`src/rtl/mk14_keypad_if.sv`:
```
// mk14_keypad_if: key-scan input, key-code queue handshake and status for the MK14 keypad front-end.
interface mk14_keypad_if #(
  parameter int KEY_COUNT = 20
);
  logic                 i_scan_valid;
  logic [KEY_COUNT-1:0] i_keys;
  logic                 o_key_valid;
  logic [7:0]           o_key_code;
  logic                 i_key_ack;
  logic                 o_any_key;
  logic                 o_overflow;
  logic                 i_clear;
  modport master (
    output i_scan_valid, i_keys, i_key_ack, i_clear,
    input  o_key_valid, o_key_code, o_any_key, o_overflow
  );
  modport slave (
    input  i_scan_valid, i_keys, i_key_ack, i_clear,
    output o_key_valid, o_key_code, o_any_key, o_overflow
  );
endinterface

```
`src/rtl/mk14_keypad.sv`:
```
// mk14_keypad: debounces key snapshots, detects presses and queues MK14 key codes in a small FIFO.
module mk14_keypad #(
  parameter int KEY_COUNT      = 20,
  parameter int DEBOUNCE_SCANS = 3,
  parameter int FIFO_DEPTH     = 4
) (
  input logic          clk,
  input logic          rst_n,
  mk14_keypad_if.slave bus
);
  localparam int AW = $clog2(FIFO_DEPTH);
  localparam int RW = $clog2(DEBOUNCE_SCANS + 1);
  localparam logic [RW-1:0] DB   = RW'(DEBOUNCE_SCANS);
  localparam logic [AW:0]   FULL = (AW + 1)'(FIFO_DEPTH);
  logic [KEY_COUNT-1:0] r_raw_prev, r_stable, r_pending;
  logic [KEY_COUNT-1:0] w_new, w_lsb;
  logic [RW-1:0]        r_run, w_run_next;
  logic [7:0]           r_mem [FIFO_DEPTH];
  logic [AW-1:0]        r_head, r_tail;
  logic [AW:0]          r_count;
  logic                 r_overflow;
  logic                 w_upd, w_has, w_pop, w_push, w_drop;
  logic [4:0]           w_k;
  logic [7:0]           w_code;
  assign w_run_next = (bus.i_keys != r_raw_prev) ? RW'(1) : (r_run == DB) ? DB : r_run + 1'b1;
  assign w_upd      = bus.i_scan_valid && (w_run_next == DB);
  assign w_new      = w_upd ? (bus.i_keys & ~r_stable) : '0;
  assign w_has      = |r_pending;
  // Isolate the lowest pending key so exactly one code is serviced per cycle.
  assign w_lsb      = r_pending & (~r_pending + 1'b1);
  always_comb begin
    w_k = '0;
    for (int j = KEY_COUNT - 1; j >= 0; j--)
      if (r_pending[j]) w_k = 5'(j);
  end
  assign w_code = w_k[4] ? {6'b001000, w_k[1:0]} : {4'h0, w_k[3:0]};
  assign w_pop  = bus.i_key_ack && (r_count != '0);
  assign w_push = w_has && ((r_count != FULL) || w_pop);
  assign w_drop = w_has && !w_push;
  always_ff @(posedge clk or negedge rst_n) begin
    if (!rst_n) begin
      r_raw_prev <= '0;
      r_run      <= '0;
      r_stable   <= '0;
      r_pending  <= '0;
      r_head     <= '0;
      r_tail     <= '0;
      r_count    <= '0;
      r_overflow <= 1'b0;
    end else begin
      if (bus.i_scan_valid) begin
        r_raw_prev <= bus.i_keys;
        r_run      <= w_run_next;
      end
      if (w_upd) r_stable <= bus.i_keys;
      r_pending  <= (r_pending & ~w_lsb) | w_new;
      if (w_push) r_tail <= r_tail + 1'b1;
      if (w_pop) r_head <= r_head + 1'b1;
      r_count    <= r_count + (AW + 1)'(w_push) - (AW + 1)'(w_pop);
      r_overflow <= w_drop || (r_overflow && !bus.i_clear);
    end
  end
  always_ff @(posedge clk)
    if (w_push) r_mem[r_tail] <= w_code;
  assign bus.o_key_valid = (r_count != '0);
  assign bus.o_key_code  = bus.o_key_valid ? r_mem[r_head] : 8'h00;
  assign bus.o_any_key   = |r_stable;
  assign bus.o_overflow  = r_overflow;
endmodule

```
`src/flat_wrapper.sv`:
```
// flat-port wrapper written by rule: the top's interface ports become plain ports
module mk14_keypad_flat 
#(
  parameter int KEY_COUNT      = 20,
  parameter int DEBOUNCE_SCANS = 3,
  parameter int FIFO_DEPTH     = 4
)
  (clk, rst_n, bus_i_scan_valid, bus_i_keys, bus_i_key_ack, bus_i_clear, bus_o_key_valid, bus_o_key_code, bus_o_any_key, bus_o_overflow);
  mk14_keypad_if #(.KEY_COUNT(KEY_COUNT)) bus_i ();
  input logic clk;
  input logic rst_n;
  input wire logic [$bits(bus_i.i_scan_valid)-1:0] bus_i_scan_valid;
  input wire logic [$bits(bus_i.i_keys)-1:0] bus_i_keys;
  input wire logic [$bits(bus_i.i_key_ack)-1:0] bus_i_key_ack;
  input wire logic [$bits(bus_i.i_clear)-1:0] bus_i_clear;
  output wire logic [$bits(bus_i.o_key_valid)-1:0] bus_o_key_valid;
  output wire logic [$bits(bus_i.o_key_code)-1:0] bus_o_key_code;
  output wire logic [$bits(bus_i.o_any_key)-1:0] bus_o_any_key;
  output wire logic [$bits(bus_i.o_overflow)-1:0] bus_o_overflow;
  assign bus_i.i_scan_valid = bus_i_scan_valid;
  assign bus_i.i_keys = bus_i_keys;
  assign bus_i.i_key_ack = bus_i_key_ack;
  assign bus_i.i_clear = bus_i_clear;
  assign bus_o_key_valid = bus_i.o_key_valid;
  assign bus_o_key_code = bus_i.o_key_code;
  assign bus_o_any_key = bus_i.o_any_key;
  assign bus_o_overflow = bus_i.o_overflow;
  mk14_keypad #(.KEY_COUNT(KEY_COUNT), .DEBOUNCE_SCANS(DEBOUNCE_SCANS), .FIFO_DEPTH(FIFO_DEPTH)) u_core (.clk(clk), .rst_n(rst_n), .bus(bus_i));
endmodule
```
`config.mk`:
```
export PLATFORM = sky130hd
export DESIGN_NAME = mk14_keypad_flat
export DESIGN_NICKNAME = d
export VERILOG_FILES = /design/src/rtl/mk14_keypad_if.sv /design/src/rtl/mk14_keypad.sv /design/src/flat_wrapper.sv
export SDC_FILE = /design/constraint.sdc
export NUM_CORES = 1
export LEC_CHECK = 0
export ABC_AREA = 1
export BUFFER_PORTS_ARGS = -buffer_cell sky130_fd_sc_hd__buf_2
export CAP_MARGIN = 20
export CORE_AREA = 8 8 82 157
export CTS_CLUSTER_DIAMETER = 80
export DETAILED_ROUTE_END_ITERATION = 16
export DIE_AREA = 0 0 90 165
export PLACE_DENSITY = 0.64
export SYNTH_ARGS = -nofsm -noshare
export SYNTH_HDL_FRONTEND = slang
export SYNTH_SLANG_ARGS = --single-unit
```
`constraint.sdc`:
```
create_clock -name clk -period 2.55 [get_ports clk]
set_input_delay 0.51 -clock clk [delete_from_list [all_inputs] [get_ports clk]]
set_output_delay 0.51 -clock clk [all_outputs]
set_load 0.01 [all_outputs]
```
Word level (Yosys, flattened, before mapping)
Memories as Yosys holds them, arrays and structs flattened. Cells that the tools add are included.

$add $sub $neg: 6. Eq/ne operators: 4. Muxes and demuxes: 27. Bitwise operators: 7. Reductions and logical operators: 12.

Operators with widths (count): 5-bit two-way mux (20); 20-bit AND (3); 20-bit inverter (3); 20-bit OR reduction (2); 20-bit by 1-bit adder with 20-bit output, second input constant (1); 20-bit two-way mux (1); 20-bit != test (1); 20-bit bitwise OR (1); 8-bit two-way mux (1); 2-bit by 1-bit adder with 2-bit output, second input constant (3); 6-bit two-way mux (1); 1-bit logical AND (5); 2-bit == test, second input constant (2); 2-bit two-way mux (2); 3-bit by 1-bit adder with 3-bit output (1); 3-bit != test, second input constant (1); 3-bit nonzero test (1); 3-bit by 1-bit subtractor with 3-bit output (1); 1-bit logical NOT (2); 1-bit logical OR (2); 1-bit two-way mux (2).

Bits in registers: 70. Bits in writable memories: 24. Input bits: 25. Memories: 1.

Memories: u_core.r_mem (words 4, width 6, read ports 1, clocked after memory_dff 0, wr ports 1, line mk14_keypad.sv:18) `logic [7:0] r_mem [FIFO_DEPTH];`.

Longest topological paths before layout
Gate-level depths: netlist of run 1.

Depth in word-level cells: 21. Depth in mapped cells: 19. Depth with buffers taken out: 19.

Worst setup path before layout of run 1
No wires, ideal clock.

Path type: register to register. Start point: reg u_core.r_count[1]. End point: reg u_core.r_count[2]. Library setup time: 0.123 ns. Arrival time: 2.032 ns. Path slack: 0.395 ns. Cell stages (with the launch flop): 9. Buffers on the path: 0. Cell sequence: dfrtp_1 nor3_1 nor2_1 ha_1 inv_1 ha_1 inv_1 fa_1 xnor2_1.

Longest elaborated chain between the ends: 6.

Ends and longest elaborated chain: from (decl) (line mk14_keypad.sv:20) `logic [AW:0] r_count;`; from (signal assigned) (line mk14_keypad.sv:59) `r_count <= r_count + (AW + 1)'(w_push) - (AW + 1)'(w_pop);`; 3-bit nonzero test * (line mk14_keypad.sv:37) `assign w_pop = bus.i_key_ack && (r_count != '0);`; 1-bit logical AND * (line mk14_keypad.sv:37); via u_core.w_pop (line mk14_keypad.sv:22) `logic w_upd, w_has, w_pop, w_push, w_drop;`; 1-bit logical OR (line mk14_keypad.sv:38) `assign w_push = w_has && ((r_count != FULL) || w_pop);`; 1-bit logical AND (line mk14_keypad.sv:38); 3-bit by 1-bit adder with 3-bit output (line mk14_keypad.sv:59); 3-bit by 1-bit subtractor with 3-bit output * (line mk14_keypad.sv:59).

The timed path passes the listed nets; every way through them passes the cells marked *. A chain may end at the register's enable or synchronous reset.

Final worst setup path of run 1
Start point: reg u_core.r_pending[1]. End point: reg u_core.r_count[1].

Longest elaborated chain between the ends: 4.

Ends and longest elaborated chain: from (decl) (line mk14_keypad.sv:15) `logic [KEY_COUNT-1:0] r_raw_prev, r_stable, r_pending;`; from (signal assigned) (line mk14_keypad.sv:56) `r_pending <= (r_pending & ~w_lsb) | w_new;`; 20-bit OR reduction (line mk14_keypad.sv:28) `assign w_has = |r_pending;`; 1-bit logical AND (line mk14_keypad.sv:38); via u_core.w_push (line mk14_keypad.sv:22); 3-bit by 1-bit adder with 3-bit output (line mk14_keypad.sv:59); 3-bit by 1-bit subtractor with 3-bit output (line mk14_keypad.sv:59).

The timed path passes the listed nets, and every way through them passes these cells.

==> out/metrics.yaml, run 1 <==
crit_type: "reg -> reg"
nets: 549
std_cell_rows: 54
wire_per_inst_um: 13.24
globalplace.congestion: 0.7856
finalCritPeriodShare_pct: 94.68
skew_ns: 0.006283
io_buffer_count: 32
drtAntennaViolNets: 0
maxCapViolCount: 0
cts_tree: "built"
insertion_delay_ns: 0.34
ir_worst_vdd_mv: 0.3581
status: "finished, final reports clean"
muxShareOfSynthArea_pct: 0.7934
synthesis.area_sq_um: 4258
final.setup.tns_ns: 0
cp_slowest_cell: "fa_1"
worstHoldPathType: "in -> async"
crit_path_max_fanout: 6
synth_compound_area_share_pct: 8.728
power_density_nw_per_um2: 736.4
ys.flop_type: "dfrtp_1"
ys_async_sr_fraction_pct: 77.78
hpwl_um: 6786
fp.dieH_um: 165
crit_top_cell: "inv_1"
grt_max_degree: 50
final_area_sq_um: 4883
drt_pass1_iterations: 4
path_cells: "nor2_2, inv_1, nor2_2, inv_1, nor2_2, inv_2, nor2_4, nand2_2, nor3_4, inv_2, nand2_4, inv_2, ha_1, inv_1, fa_1, inv_1"
track_usage_pct: 12.66
core_region_area_sq_um: 10810
fmaxAchievable_mhz: 414.2
drv_slew: 0
ys_seq_elements: 90
critical-path-max-stage-delay_ns: 0.41
finalWorstSetupSlack_ns: 0.1358
overflow: 0
synth.avg_cell_area_sq_um: 8.889
via_per_inst: 4.705
grt_pass1_vias: 3310
yosysWarnings: 0
via_count: 3115
synth_top_family_by_area: "simple AND/OR/NAND/NOR gates"
leakage_nw: 2.443
netlist_instances: 479
dieWidth_um: 90
layout_commonest_cell: "nand2_1"
cts-buffers-inserted: 9
initial_core_util_pct: 39.39
grt_pass1_wl_um: 15090
pre_cts_slack_ns: 0.08942
endpoint_kind: "flop"
antenna_found_initial: 0
area.growth.synth_to_final_pct: 14.69
ioPinCount: 36
utilization_pct: 45.17
yosys.cell_types.count: 37
finalSetupViolCount: 0
synth-xor-area-share_pct: 1.646
final_cell_mix: "110 x nand2_1, 70 x dfrtp_1, 61 x inv_1"
synth_edf_count: 20
yosys.area_share.simple_pct: 23.33
ys_seq_area_share_pct: 55.25
drtIter0Drc: 103
grt_setup_unrepaired: "false"
drive_gt1_share_pct: 17.62
cts-root-buf: "clkbuf_16"
die-area_sq_um: 14850
clk_pin_slew_worst_paths_ns: 0.06
worstMarginPinSlew_ns: 0.5336
placed_area_sq_um: 4572
cts_buffer_depth: 2
num_antenna_cells: 0
htreeDepth: 3
worst_ep_required_time_ns: 2.83
cp-start-kind: "flop"
worstPathArrival_ns: 2.70
period_minus_slack_ns: 2.414
critPathBufInv: 7
synth_adder_area_share_pct: 2.233
wl_um: 8762
cp_top_family: "simple AND/OR/NAND/NOR gates"
clock-sinks: 90
finalHoldViolations: 0
route.detailed.drc: 0
relSlewSlack_pct: 64.42
[flip-flops by register name (all words and copies together), names as in the netlist]
signal	cells
u_core.r_head	2
u_core.r_run	2
u_core.r_pending	20
u_core.r_count	3
u_core.r_stable	20
u_core.r_mem	20
u_core.r_tail	2
u_core.r_raw_prev	20
u_core.bus.o_overflow	1
[power by group]
part           leakage [nW]  switching, mW  internal (mW)  total (mW)
Sequential             1.09         0.0991           1.56        1.66
Combinational          1.21          0.370          0.267       0.637
Clock                 0.146          0.545          0.757        1.30
Total                  2.44           1.01           2.58        3.60
[cell families (layout without fill, tap and decap cells)]
logic type | Yosys count | after routing
buffers and inverters | 80 | 121
xor gates and xnor gates | 8 | 8
DFF | 90 | 90
AOI/OAI and AO/OA | 68 | 68
muxes | 3 | 3
adders and majority gates | 7 | 7
other | 1 | 3
and+or+nand+nor | 222 | 222
[synthesized netlist by cell type, types with 9 or more instances]
cell	count	area share (%)
or2_2	13	1.9
edfxtp_1	20	14
o21ai_0	33	3.9
nor2_1	47	4.1
inv_1	61	5.4
nand4_1	9	1.3
o21ai_1	11	1.3
nand2_1	110	9.7
a21oi_1	12	1.4
nand3_1	22	2.6
dfrtp_1	70	41
[path summary, 6_finish.rpt]
kind / start / end / slack [ns] / cells after the start
max: u_core.r_pending[1] / u_core.r_count[1] / 0.14 / 16
min: rst_n / u_core.r_raw_prev[7] / 0.14 / 1
max reg2reg: u_core.r_pending[1] / u_core.r_count[1] / 0.14 / 16
min reg2reg: u_core.r_stable[13] / u_core.r_pending[13] / 0.47 / 1
max in group asynchronous: rst_n / u_core.r_pending[8] / 1.76 / 2
min in group clk: bus_i_clear / u_core.bus.o_overflow / 0.37 / 2
[routing by layer]
layer | share of wire, % | GRT usage [%] | routed length (um) | vias up
li1 | - | - | - | 1610
met1 | 38 | 11.95 | 3337 | 1457
met2 | 57 | 25.05 | 5015 | 36
met3 | 2.2 | 1.775 | 194 | 12
met4 | 2.4 | 7.551 | 214 | 0
met5 | 0 | 0 | 0 | -
[final cells by class]
| class | count | area [sq um] |
|---|---|---|
| sequential | 90 | 2352 |
| timing repair buffer | 40 | 232.7 |
| inverter | 65 | 244.0 |
| fill | 1089 | 5927 |
| tap | 140 | 175.2 |
| clock inverter | 7 | 67.56 |
| multi-input combinational | 311 | 1587 |
| clock buffer | 9 | 225.2 |
[through the flow]
| stage | hold slack, ns | cells | power (mW) |
|---|---|---|---|
| 2_1_floorplan | 0.2144 | 481 | 2.092 |
| 3_3_place_gp | 0.4594 | 645 | 2.300 |
| 3_5_place_dp | 0.4646 | 645 | 2.338 |
| 4_1_cts | 0.1547 | 661 | 3.652 |
| 5_1_grt | 0.1872 | 662 | 3.803 |
| 6_report | 0.1413 | 662 | 3.596 |
[worst register-to-register path, cell delays in order, from the launching register on]
cell	delay (ns)
dfrtp_1	0.40
nor2_2	0.13
inv_1	0.07
nor2_2	0.11
inv_1	0.06
nor2_2	0.11
inv_2	0.07
nor2_4	0.14
nand2_2	0.11
nor3_4	0.23
inv_2	0.06
nand2_4	0.09
inv_2	0.06
ha_1	0.19
inv_1	0.07
fa_1	0.41
inv_1	0.06
[repair_timing]
action / 4_1_cts / 5_1_grt
resized for setup: 0 / 3
endpoints found under the setup margin: 0 / 1
hold buffers: 0 / 0
buffers inserted: 0 / 1
(Power assumes the default switching activity.)
==> run 2: changes to the inputs <==
==> constraint.sdc (replaced) <==
create_clock -name clk -period 2.85 [get_ports clk]
set_input_delay 0.57 -clock clk [delete_from_list [all_inputs] [get_ports clk]]
set_output_delay 0.57 -clock clk [all_outputs]
set_load 0.01 [all_outputs]
==> out/metrics.yaml, run 2 (synthesis results as in run 1) <==
final_cell_mix: "110 x nand2_1, 70 x dfrtp_1, 61 x inv_1"
drv_slew: 0
swShare_pct: 29.15
top_layer: "met4"
met3WireLength_um: 224
cp_slowest_cell: "fa_1"
core_region_area_sq_um: 10810
cp_top_family: "simple AND/OR/NAND/NOR gates"
fp.dieH_um: 165
dr_wl_met2_um: 4917
critPathBufInv: 7
rr_worst_depth: 16
layout_commonest_cell: "nand2_1"
grt_max_degree: 71
die-area_sq_um: 14850
insertion_delay_ns: 0.34
worstHoldPathType: "in -> async"
route.detailed.drc: 0
p_comb_share_pct: 17.7
crit_path_max_fanout: 6
crit_top_cell: "inv_1"
fin_cells: 659
ir_worst_vdd_mv: 0.3497
finalCritPeriodShare_pct: 88.96
crit_type: "reg -> reg"
initial_core_util_pct: 39.39
grt_pass1_vias: 3236
met1_length_um: 3313
ioPinCount: 36
seqPwrFrac_pct: 46.2
wire_per_inst_um: 13.13
cts_tree: "built"
dp_cells: 643
power_density_nw_per_um2: 659.1
path_cells: "nor2_1, inv_1, nor2_1, inv_1, nor2_2, inv_2, nor2_4, nand2_2, nor3_2, inv_2, nand2_4, inv_2, ha_1, inv_1, fa_1, inv_1"
leakage_nw: 2.423
finalHoldViolations: 0
via_per_inst: 4.750
num_antenna_cells: 0
switchingPower_uw: 932.3
track_usage_pct: 12.30
final_area_sq_um: 4853
reg2reg_from: "u_core.r_pending[1]"
pre_cts_slack_ns: 0.3092
final.setup.tns_ns: 0
p_clk_share_pct: 36.1
drtIter0Drc: 129
cts-buffers-inserted: 9
grt_setup_unrepaired: "false"
fmaxAchievable_mhz: 394.4
finalPower_mw: 3.199
rrSetupSlack_ns: 0.31
drive_gt1_share_pct: 16.76
antenna_found_initial: 0
grt_pass1_wl_um: 14740
p_int_mw: 2.266
cts_buffer_depth: 2
timing.rr.end: "u_core.r_count[1]"
utilization_pct: 44.90
globalplace.congestion: 0.7760
critical-path-max-stage-delay_ns: 0.40
area.growth.synth_to_final_pct: 13.99
ctsHoldBuffers: 0
endpoint_kind: "flop"
via_count: 3130
status: "finished, final reports clean"
whs_ns: 0.2368
relSlewSlack_pct: 60.03
placed_area_sq_um: 4557
postCtsSetupRepairBufs: 0
worstMarginPinSlew_ns: 0.5988
wl_um: 8654
finalWorstSetupSlack_ns: 0.3146
nets: 546
clk_pin_slew_worst_paths_ns: 0.07
hpwl_um: 6691
crit_path_start: "u_core.r_pending[1]"
cts-resized-gates: 0
dieWidth_um: 90
cts-root-buf: "clkbuf_16"
io_buffer_count: 32
crit_cells: 16
skew_ns: 0.01034
drtAntennaViolNets: 0
overflow: 0
finalSetupViolCount: 0
worstPathArrival_ns: 2.81
htreeDepth: 3
drt_pass1_iterations: 4
worst_ep_required_time_ns: 3.13
clock-sinks: 90
cp-start-kind: "flop"
period_minus_slack_ns: 2.535
maxCapViolCount: 0
std_cell_rows: 54
run 2: power by group through the flow:
stage               Sequential (mW)  Clock, mW  Combinational [mW]
finish                         1.48       1.16               0.565
floorplan                      1.47          0               0.402
global route                   1.49       1.23               0.657
detailed placement             1.51          0               0.573
global placement               1.50          0               0.553
CTS                            1.48       1.18               0.580
run 2: cell type report:
class	count	area, sq um
fillers	1095	5957
flip-flops and latches	90	2352
multi-input cells	311	1575
inverters	65	244.0
clock buffers	10	239.0
repair buffers	37	210.2
well taps	140	175.2
clock inverters	6	57.56
run 2: worst max-delay path by stage:
stage / endpoint / slack, ns
2_1_floorplan: u_core.r_count[2] / 0.70
6_report: u_core.r_count[1] / 0.31
5_1_grt: u_core.r_count[1] / 0.1
3_3_place_gp: u_core.r_stable[15] / 0.36
4_1_cts: u_core.r_count[1] / 0.29
3_5_place_dp: u_core.r_count[1] / 0.31
run 2: worst register-to-register path, stage by stage, from the launching register on:
cell and delay, ns:
dfrtp_1 0.39, nor2_1 0.14, inv_1 0.07, nor2_1 0.14, inv_1 0.07, nor2_2 0.13, inv_2 0.09, nor2_4 0.14
nand2_2 0.11, nor3_2 0.25, inv_2 0.08, nand2_4 0.10, inv_2 0.06, ha_1 0.19, inv_1 0.06, fa_1 0.40
inv_1 0.06
run 2: per-layer routing:
layer,up-vias,track usage [%]
met5,-,0
met4,0,6.712
met3,14,2.185
met2,46,23.77
met1,1458,12.04
li1,1612,-
